--- src/rtl/coord_sequencer.sv ---
// Raster scheduler for coord_control: walks a COLS x ROWS view, pulses frame/row/load strobes,
// hands points to the iteration engine, and applies queued host config writes between frames.
module coord_sequencer #(
    parameter int COLS   = 320,
    parameter int ROWS   = 240,
    parameter int QDEPTH = 4
) (
    input  logic                     clk,
    input  logic                     rst,
    input  logic                     run,
    input  logic                     demo_en,
    input  logic                     cfg_valid,
    output logic                     cfg_ready,
    input  logic [2:0]               cfg_sel,
    input  logic [12:0]              cfg_value,
    output logic [2:0]               ctrl,
    output logic [12:0]              value,
    output logic                     next_frame,
    output logic                     next_row,
    output logic                     coord_load,
    output logic                     px_valid,
    input  logic                     px_ready,
    output logic [$clog2(COLS)-1:0]  col,
    output logic [$clog2(ROWS)-1:0]  row,
    output logic                     frame_done
);
    localparam int CW  = $clog2(COLS);
    localparam int RW  = $clog2(ROWS);
    localparam int QAW = $clog2(QDEPTH);
    localparam logic [2:0] CTRL_DEMO = 3'b000;
    localparam logic [2:0] CTRL_NONE = 3'b011;

    typedef enum logic [2:0] {
        S_IDLE,
        S_CFG,
        S_FSTART,
        S_PRIME,
        S_PIXEL
    } state_t;

    state_t          r_state;
    logic            r_next_frame;
    logic            r_prime_row;
    logic            r_px_valid;
    logic [CW-1:0]   r_col;
    logic [RW-1:0]   r_row;

    logic [2:0]      r_q_sel [QDEPTH];
    logic [12:0]     r_q_val [QDEPTH];
    logic [QAW-1:0]  r_wr_ptr;
    logic [QAW-1:0]  r_rd_ptr;
    logic [QAW:0]    r_count;

    logic            w_full;
    logic            w_push;
    logic            w_pop;
    logic [QAW:0]    w_count_next;
    logic            w_xfer;
    logic            w_col_last;
    logic            w_row_last;
    logic [2:0]      w_head_sel;
    logic [12:0]     w_head_val;
    logic            w_head_keep;

    assign w_full      = (r_count == (QAW+1)'(QDEPTH));
    assign w_push      = cfg_valid && !w_full;
    assign w_pop       = (r_state == S_CFG);
    assign w_xfer      = (r_state == S_PIXEL) && px_ready;
    assign w_col_last  = (r_col == CW'(COLS - 1));
    assign w_row_last  = (r_row == RW'(ROWS - 1));
    assign w_head_sel  = r_q_sel[r_rd_ptr];
    assign w_head_val  = r_q_val[r_rd_ptr];
    assign w_head_keep = (w_head_sel != CTRL_DEMO) && (w_head_sel != CTRL_NONE);

    always_comb begin
        w_count_next = r_count;
        if (w_push && !w_pop) begin
            w_count_next = r_count + (QAW+1)'(1);
        end else if (!w_push && w_pop) begin
            w_count_next = r_count - (QAW+1)'(1);
        end
    end

    // Queue storage carries no reset; only the pointers and occupancy define its contents.
    generate
        for (genvar gi = 0; gi < QDEPTH; gi++) begin : g_qslot
            always_ff @(posedge clk) begin
                if (w_push && (r_wr_ptr == QAW'(gi))) begin
                    r_q_sel[gi] <= cfg_sel;
                    r_q_val[gi] <= cfg_value;
                end
            end
        end
    endgenerate

    always_ff @(posedge clk) begin
        if (rst) begin
            r_wr_ptr <= '0;
            r_rd_ptr <= '0;
            r_count  <= '0;
        end else begin
            if (w_push) r_wr_ptr <= r_wr_ptr + QAW'(1);
            if (w_pop)  r_rd_ptr <= r_rd_ptr + QAW'(1);
            r_count <= w_count_next;
        end
    end

    always_ff @(posedge clk) begin
        if (rst) begin
            r_state      <= S_IDLE;
            r_next_frame <= 1'b0;
            r_prime_row  <= 1'b0;
            r_px_valid   <= 1'b0;
            r_col        <= '0;
            r_row        <= '0;
        end else begin
            r_next_frame <= 1'b0;
            r_prime_row  <= 1'b0;
            case (r_state)
                S_IDLE: begin
                    if (r_count != '0) begin
                        r_state <= S_CFG;
                    end else if (run) begin
                        r_state      <= S_FSTART;
                        r_next_frame <= 1'b1;
                    end
                end
                S_CFG: begin
                    // Writes pushed while draining keep us here until the queue is truly empty.
                    if (w_count_next == '0) begin
                        if (run) begin
                            r_state      <= S_FSTART;
                            r_next_frame <= 1'b1;
                        end else begin
                            r_state <= S_IDLE;
                        end
                    end
                end
                S_FSTART: begin
                    r_state     <= S_PRIME;
                    r_prime_row <= 1'b1;
                    r_col       <= '0;
                    r_row       <= '0;
                end
                S_PRIME: begin
                    r_state    <= S_PIXEL;
                    r_px_valid <= 1'b1;
                end
                S_PIXEL: begin
                    if (px_ready) begin
                        if (w_col_last) begin
                            r_col <= '0;
                            if (w_row_last) begin
                                r_row      <= '0;
                                r_px_valid <= 1'b0;
                                if (r_count != '0) begin
                                    r_state <= S_CFG;
                                end else if (run) begin
                                    r_state      <= S_FSTART;
                                    r_next_frame <= 1'b1;
                                end else begin
                                    r_state <= S_IDLE;
                                end
                            end else begin
                                r_row <= r_row + RW'(1);
                            end
                        end else begin
                            r_col <= r_col + CW'(1);
                        end
                    end
                end
                default: r_state <= S_IDLE;
            endcase
        end
    end

    // Transfer-time strobes must follow px_ready in the same cycle to sustain one point per clock.
    assign cfg_ready  = !w_full;
    assign next_frame = r_next_frame;
    assign px_valid   = r_px_valid;
    assign coord_load = r_next_frame || (w_xfer && !(w_col_last && w_row_last));
    assign next_row   = r_prime_row || (w_xfer && w_col_last && !w_row_last);
    assign frame_done = w_xfer && w_col_last && w_row_last;
    assign col        = r_col;
    assign row        = r_row;

    always_comb begin
        ctrl  = CTRL_NONE;
        value = '0;
        if (w_pop && w_head_keep) begin
            ctrl  = w_head_sel;
            value = w_head_val;
        end else if (r_next_frame && demo_en) begin
            ctrl = CTRL_DEMO;
        end
    end

endmodule

--- config.mk ---
export PLATFORM = sky130hd
export DESIGN_NAME = coord_sequencer
export DESIGN_NICKNAME = d
export VERILOG_FILES = /design/src/rtl/coord_sequencer.sv
export SDC_FILE = /design/constraint.sdc
export NUM_CORES = 1
export LEC_CHECK = 0
export ABC_AREA = 1
export BUFFER_PORTS_ARGS = -buffer_cell sky130_fd_sc_hd__buf_2
export CAP_MARGIN = 20
export CORE_MARGIN = 3
export CORE_UTILIZATION = 27
export DETAILED_ROUTE_END_ITERATION = 12
export HOLD_SLACK_MARGIN = 0.08
export PLACE_DENSITY_LB_ADDON = 0.05
export SETUP_SLACK_MARGIN = 0.15
export SLEW_MARGIN = 15
export SYNTH_ARGS = -nofsm -noshare
export SYNTH_HDL_FRONTEND = slang
export SYNTH_SLANG_ARGS = --single-unit
--- constraint.sdc ---
create_clock -name clk -period 4.1 [get_ports clk]
set_input_delay 0.41 -clock clk [delete_from_list [all_inputs] [get_ports clk]]
set_output_delay 0.41 -clock clk [all_outputs]
set_load 0.1 [all_outputs]
Yosys cells after proc, flatten, opt, wreduce, memory -nomap -nowiden
Memory sizes are Yosys's and may differ from the RTL's. A register that Yosys moved wholly into a read port is not among the register bits.
Cells that the tools add are included.
{"block": "totals", "ff_bits": 30, "mem_bits_rw": 64, "input_bits": 22, "output_inout_bits": 39, "wordCells": 136, "memories": 2}
{"name": "r_q_val", "depth": 4, "word_bits": 13, "rd": 1, "rd_clocked_by_memory_dff": 1, "write_ports": 1, "line_no": "49", "source": "logic [12:0] r_q_val [QDEPTH];"}
{"name": "r_q_sel", "depth": 4, "word_bits": 3, "rd": 1, "rd_clocked_by_memory_dff": 1, "write_ports": 1, "line_no": "48", "source": "logic [2:0] r_q_sel [QDEPTH];"}
{"block": "op_classes", "n_addsub": 6, "eq_ne": 16, "n_mux": 63, "reduce_logical": 40}
{"operator": "13-bit two-way mux", "count": 4}
{"operator": "13-bit OR reduction", "count": 3}
{"operator": "3-bit two-way mux", "count": 12}
{"operator": "2-bit two-way mux", "count": 13}
{"operator": "1-bit two-way mux", "count": 24}
{"operator": "8-bit two-way mux", "count": 3}
{"operator": "9-bit two-way mux", "count": 2}
{"operator": "9-bit one-hot mux with 2 select lines", "count": 1}
{"operator": "1-bit logical AND", "count": 16}
{"operator": "8-bit one-hot mux with 2 select lines", "count": 1}
{"operator": "3-bit one-hot mux with 5 select lines", "count": 1}
{"operator": "9-bit by 1-bit adder with 9-bit output, second input constant", "count": 1}
{"operator": "9-bit == test, second input constant", "count": 1}
{"operator": "3-bit OR reduction", "count": 3}
{"operator": "8-bit by 1-bit adder with 8-bit output, second input constant", "count": 1}
{"operator": "8-bit == test, second input constant", "count": 1}
{"operator": "3-bit by 2-bit == test with 1-bit output, second input constant", "count": 2}
{"operator": "3-bit == test, second input constant", "count": 2}
{"operator": "3-bit zero test", "count": 2}
{"operator": "2-bit inequality test, second input constant", "count": 3}
{"operator": "3-bit nonzero test", "count": 2}
{"operator": "1-bit zero test", "count": 5}
{"operator": "5-bit AND reduction", "count": 1}
{"operator": "2-bit by 1-bit adder with 2-bit output, second input constant", "count": 2}
{"operator": "other kinds (16)", "count": 19}

Logic depth before layout (Yosys ltp)
{"block": "depth", "word_depth": 10, "mapped_depth": 14}

Worst setup path after synthesis
No wires, ideal clock.
{"block": "synth_timing", "path_type": "register to output", "from": "reg (tool-made name)", "to": "out ctrl[0]", "arrival_ps": 3096, "slack_ps": 594, "stages_incl_launch_ff": 8, "cell_sequence": "dfxtp_1 > buf_2 > nor2_1 > nor2_1 > o21ai_1 > nand2_1 > o21ai_2 > o21ai_0"}
{"item": "end, declared", "line_no": "16", "source": "output logic [2:0] ctrl,"}

==> results summary <==
The count of flip-flops with a built-in enable after synthesis is 64. Buffers placed on the I/O ports in this run total 60. The non-filler instance count after layout is 686. The number of max-cap violations is 0. The overall fraction of global-route tracks in use came out at 0.124. In this run the core area contains 44 standard-cell rows. The total inserted antenna cells is 0. The number of global-route vias before repair is 3019. The area of combinational cells with multiple inputs came out at 1420 um^2. The finished cells cover 5010 um^2. The tightest min-delay check is of the in2reg type. The TritonCTS clock tree is yes. The initial utilization of the core area, before any placement, comes to 0.281. The area of the mapped netlist is 4180 um^2. After synthesis, the cell types taking the most area are edfxtp_1 46%, dfxtp_1 15%, nor2_1 7.9%.

The number of endpoints failing setup at the final stage came out at 0. The mean routed wirelength per cell is 14.3 um. The filler cell count came out at 1557.

The worst-margin pin slew came out at 0.666 ns. Counting flops with an async set or reset pin after synthesis yields a share of 0. The required time reported for the critical path endpoint came out at 3.69 ns. Setup repair after global routing left no endpoint under its margin. After global routing the overflow that remains totals 0.

The number of antenna violations at the first check in global routing came to 0. The sum of internal, switching and leakage power came out at 3.21 mW. In this run, distinct cell masters in the synthesized netlist total 35. The clock passes through at most 2 buffers.

Before antenna repair, the detailed router went through 4 iterations. The cell-internal power came out at 1.90 mW. The worst hold slack after final layout is 0.282 ns. The mean area per synthesized cell is 9.65 um^2. Detailed placement finished with a half-perimeter wire length of 6.87 mm.

The synthesis-to-layout area growth came out at 19.9%. The count of state elements after synthesis came out at 96. The final net count is 530. The clock reaches the later pin of the worst-skew pair after 0.34 ns. The share of total power dissipated in combinational logic is 0.358. The clock skew after layout came out at 0.00714 ns. Once detail routing completed, the nets flagged for antenna violations numbered 0. The smallest clock period supported by the final layout is computed as 3.22 ns.

The flow ran to the end, and the final reports show no timing, DRC or antenna violations. The post-synthesis instance total is 433. The global-route wire length before repair is 16.0 mm. The placed instances occupy a cell area of 4710 um^2. In this run the power spent charging and discharging nets is 1.31 mW. VDD sags by at most 0.330 mV. The number of nets produced by synthesis came out at 464. The Yosys step of the flow raised 0 warnings.

Summed over all instances, the cell type with the most area after synthesis is edfxtp_1. The iteration-0 DRC count of the detailed router is 168. The highest achievable clock rate is 0.311 GHz. Clock-pin slew was measured on the worst setup and hold paths at 0.07 ns. The standard cell core area is 14900 um^2. The switching portion of total power came out at 0.407. The share of synthesized area in the top cell type comes to 0.460. Detailed routing inserted a total of 3091 vias.

The tree is rooted in a clkbuf_16. The final worst-path cycle share is 0.785. The data arrival time of the critical path came out at 2.81 ns. Once placement completed, the tool counted placed cells totaling 672. The routability congestion estimate from global placement came out at 0.721. The leakage power came out at 2.04 nW. The power density normalized to cell area is 640 nW/um^2. The number of remaining DRC errors is 0. The library cells used most frequently in the layout, excluding fill and tap cells, are 88 x nor2_1, 64 x edfxtp_1, 60 x buf_2, 59 x nand2_1, 32 x dfxtp_1. For this design, the CTS-stage hold fixing added 0 buffers. The number of top-level pins came out at 61. The critical path is of the reg2out type.

Of all nets on the critical path, the largest fanout is 32. The number of clock buffers added by TritonCTS is 9. The most common library cell in the layout ignoring fill and taps is nor2_1. The die outline area came out at 17000 um^2. The number of gates resized after CTS is 0. In this run the horizontal extent of the chip is 130 um.

The sequential cell fraction of total power is 0.373. The hold violation total from the final report was 0. The detailed-route wire length came out at 9.83 mm.

Once the clock tree was built, the setup fixing pass inserted 0 buffers. The total negative setup slack came out at 0 ns. The element type at the critical path start is a register.

The total clock sinks is 96. The final count of pins violating max slew is 0. The vertical die dimension came out at 130 um. The primary flip-flop cell chosen by synthesis mapping is edfxtp_1. The worst max-slew margin expressed relative to the limit came out at 0.555. The total area of sequential cells is 2560 um^2. STA classifies the critical path endpoint as an output port. Entering global routing, the biggest net connects 33 pins. The layout cell share with drive strength beyond 1 is 0.189.

The share of the Yosys chip area taken by registers is 0.613. The power share of the clock group came out at 0.270. In the routed layout, each cell is associated on average with a via count of 4.51. CTS built an H-tree with a depth of 3.
metrics by stage:
| step | utilization | setup slack [ns] |
|---|---|---|
| final | 0.337 | 0.883 |
| after detailed placement | 0.317 | 1.24 |
| after global placement | 0.317 | 1.27 |
| after global routing | 0.337 | 0.597 |
| after floorplan | - | 0.594 |
| after CTS | 0.337 | 0.859 |
cells by family after synthesis:
logic type,synth area share
compound gates,0.103
xor+xnor,0.0105
simple gates,0.200
flops,0.613
fa+ha+maj,0.0269
buf+inv,0.0470
cell usage after synthesis, drive strengths merged, types with 2 or more instances:
master,count
nor2,89
edfxtp,64
nand2,62
o21ai,39
inv,35
dfxtp,32
a21oi,31
nand3,23
ha,9
nor3,9
buf,8
clkbuf,5
xor2,5
or2,4
nand4,3
nor3b,3
a211oi,2
clkinv,2
o21bai,2
layout make-up:
type	instances	share of cell area
sequential	96	0.511
multi-input combinational	287	0.284
timing repair buffer	68	0.0719
tap	184	0.0459
clock buffer	10	0.0457
inverter	37	0.0277
clock inverter	4	0.0142
power groups by stage:
stage / clock network, mW / logic (mW) / registers [mW]
after floorplan: 0 / 0.827 / 1.31
after global placement: 0 / 1.17 / 1.22
after detailed placement: 0 / 1.16 / 1.22
after CTS: 0.900 / 1.17 / 1.20
after global routing: 0.932 / 1.26 / 1.21
final: 0.865 / 1.15 / 1.20
metal layers:
metal / routed length [um] / GRT usage
met1: 4910 / 0.172
met2: 4330 / 0.185
met3: 401 / 0.0260
met4: 193 / 0.0563
met5: 0 / 0
flip-flops by register name, indices dropped and copies added, names as in the netlist, named ones only:
name         count
col              9
next_frame       1
px_valid         1
r_count          3
r_prime_row      1
r_q_sel         12
r_q_val         52
r_rd_ptr         2
r_state          3
r_wr_ptr         2
row              8
critical path, stage by stage, from the launching register on:
cell and delay [ns]:
dfxtp_1 0.65, inv_2 0.36, nand2_1 0.14, nand3_1 0.07, nand2_1 0.12, xor2_1 0.18
o21ai_2 0.06, buf_4 0.21, a21oi_1 0.19, buf_2 0.47
worst paths after layout:
| path | from | end | slack, ns | cells after the start |
|---|---|---|---|---|
| hold / removal | cfg_value[5] | r_q_val[1][5] | 0.28 | 1 |
| hold reg to reg | r_rd_ptr[0] | r_rd_ptr[0] | 0.50 | 2 |
| setup / recovery | register | value[9] | 0.88 | 9 |
| setup reg to reg | r_count[0] | r_q_val[1][2] | 1.85 | 6 |
Power figures use the tool's default switching activity.
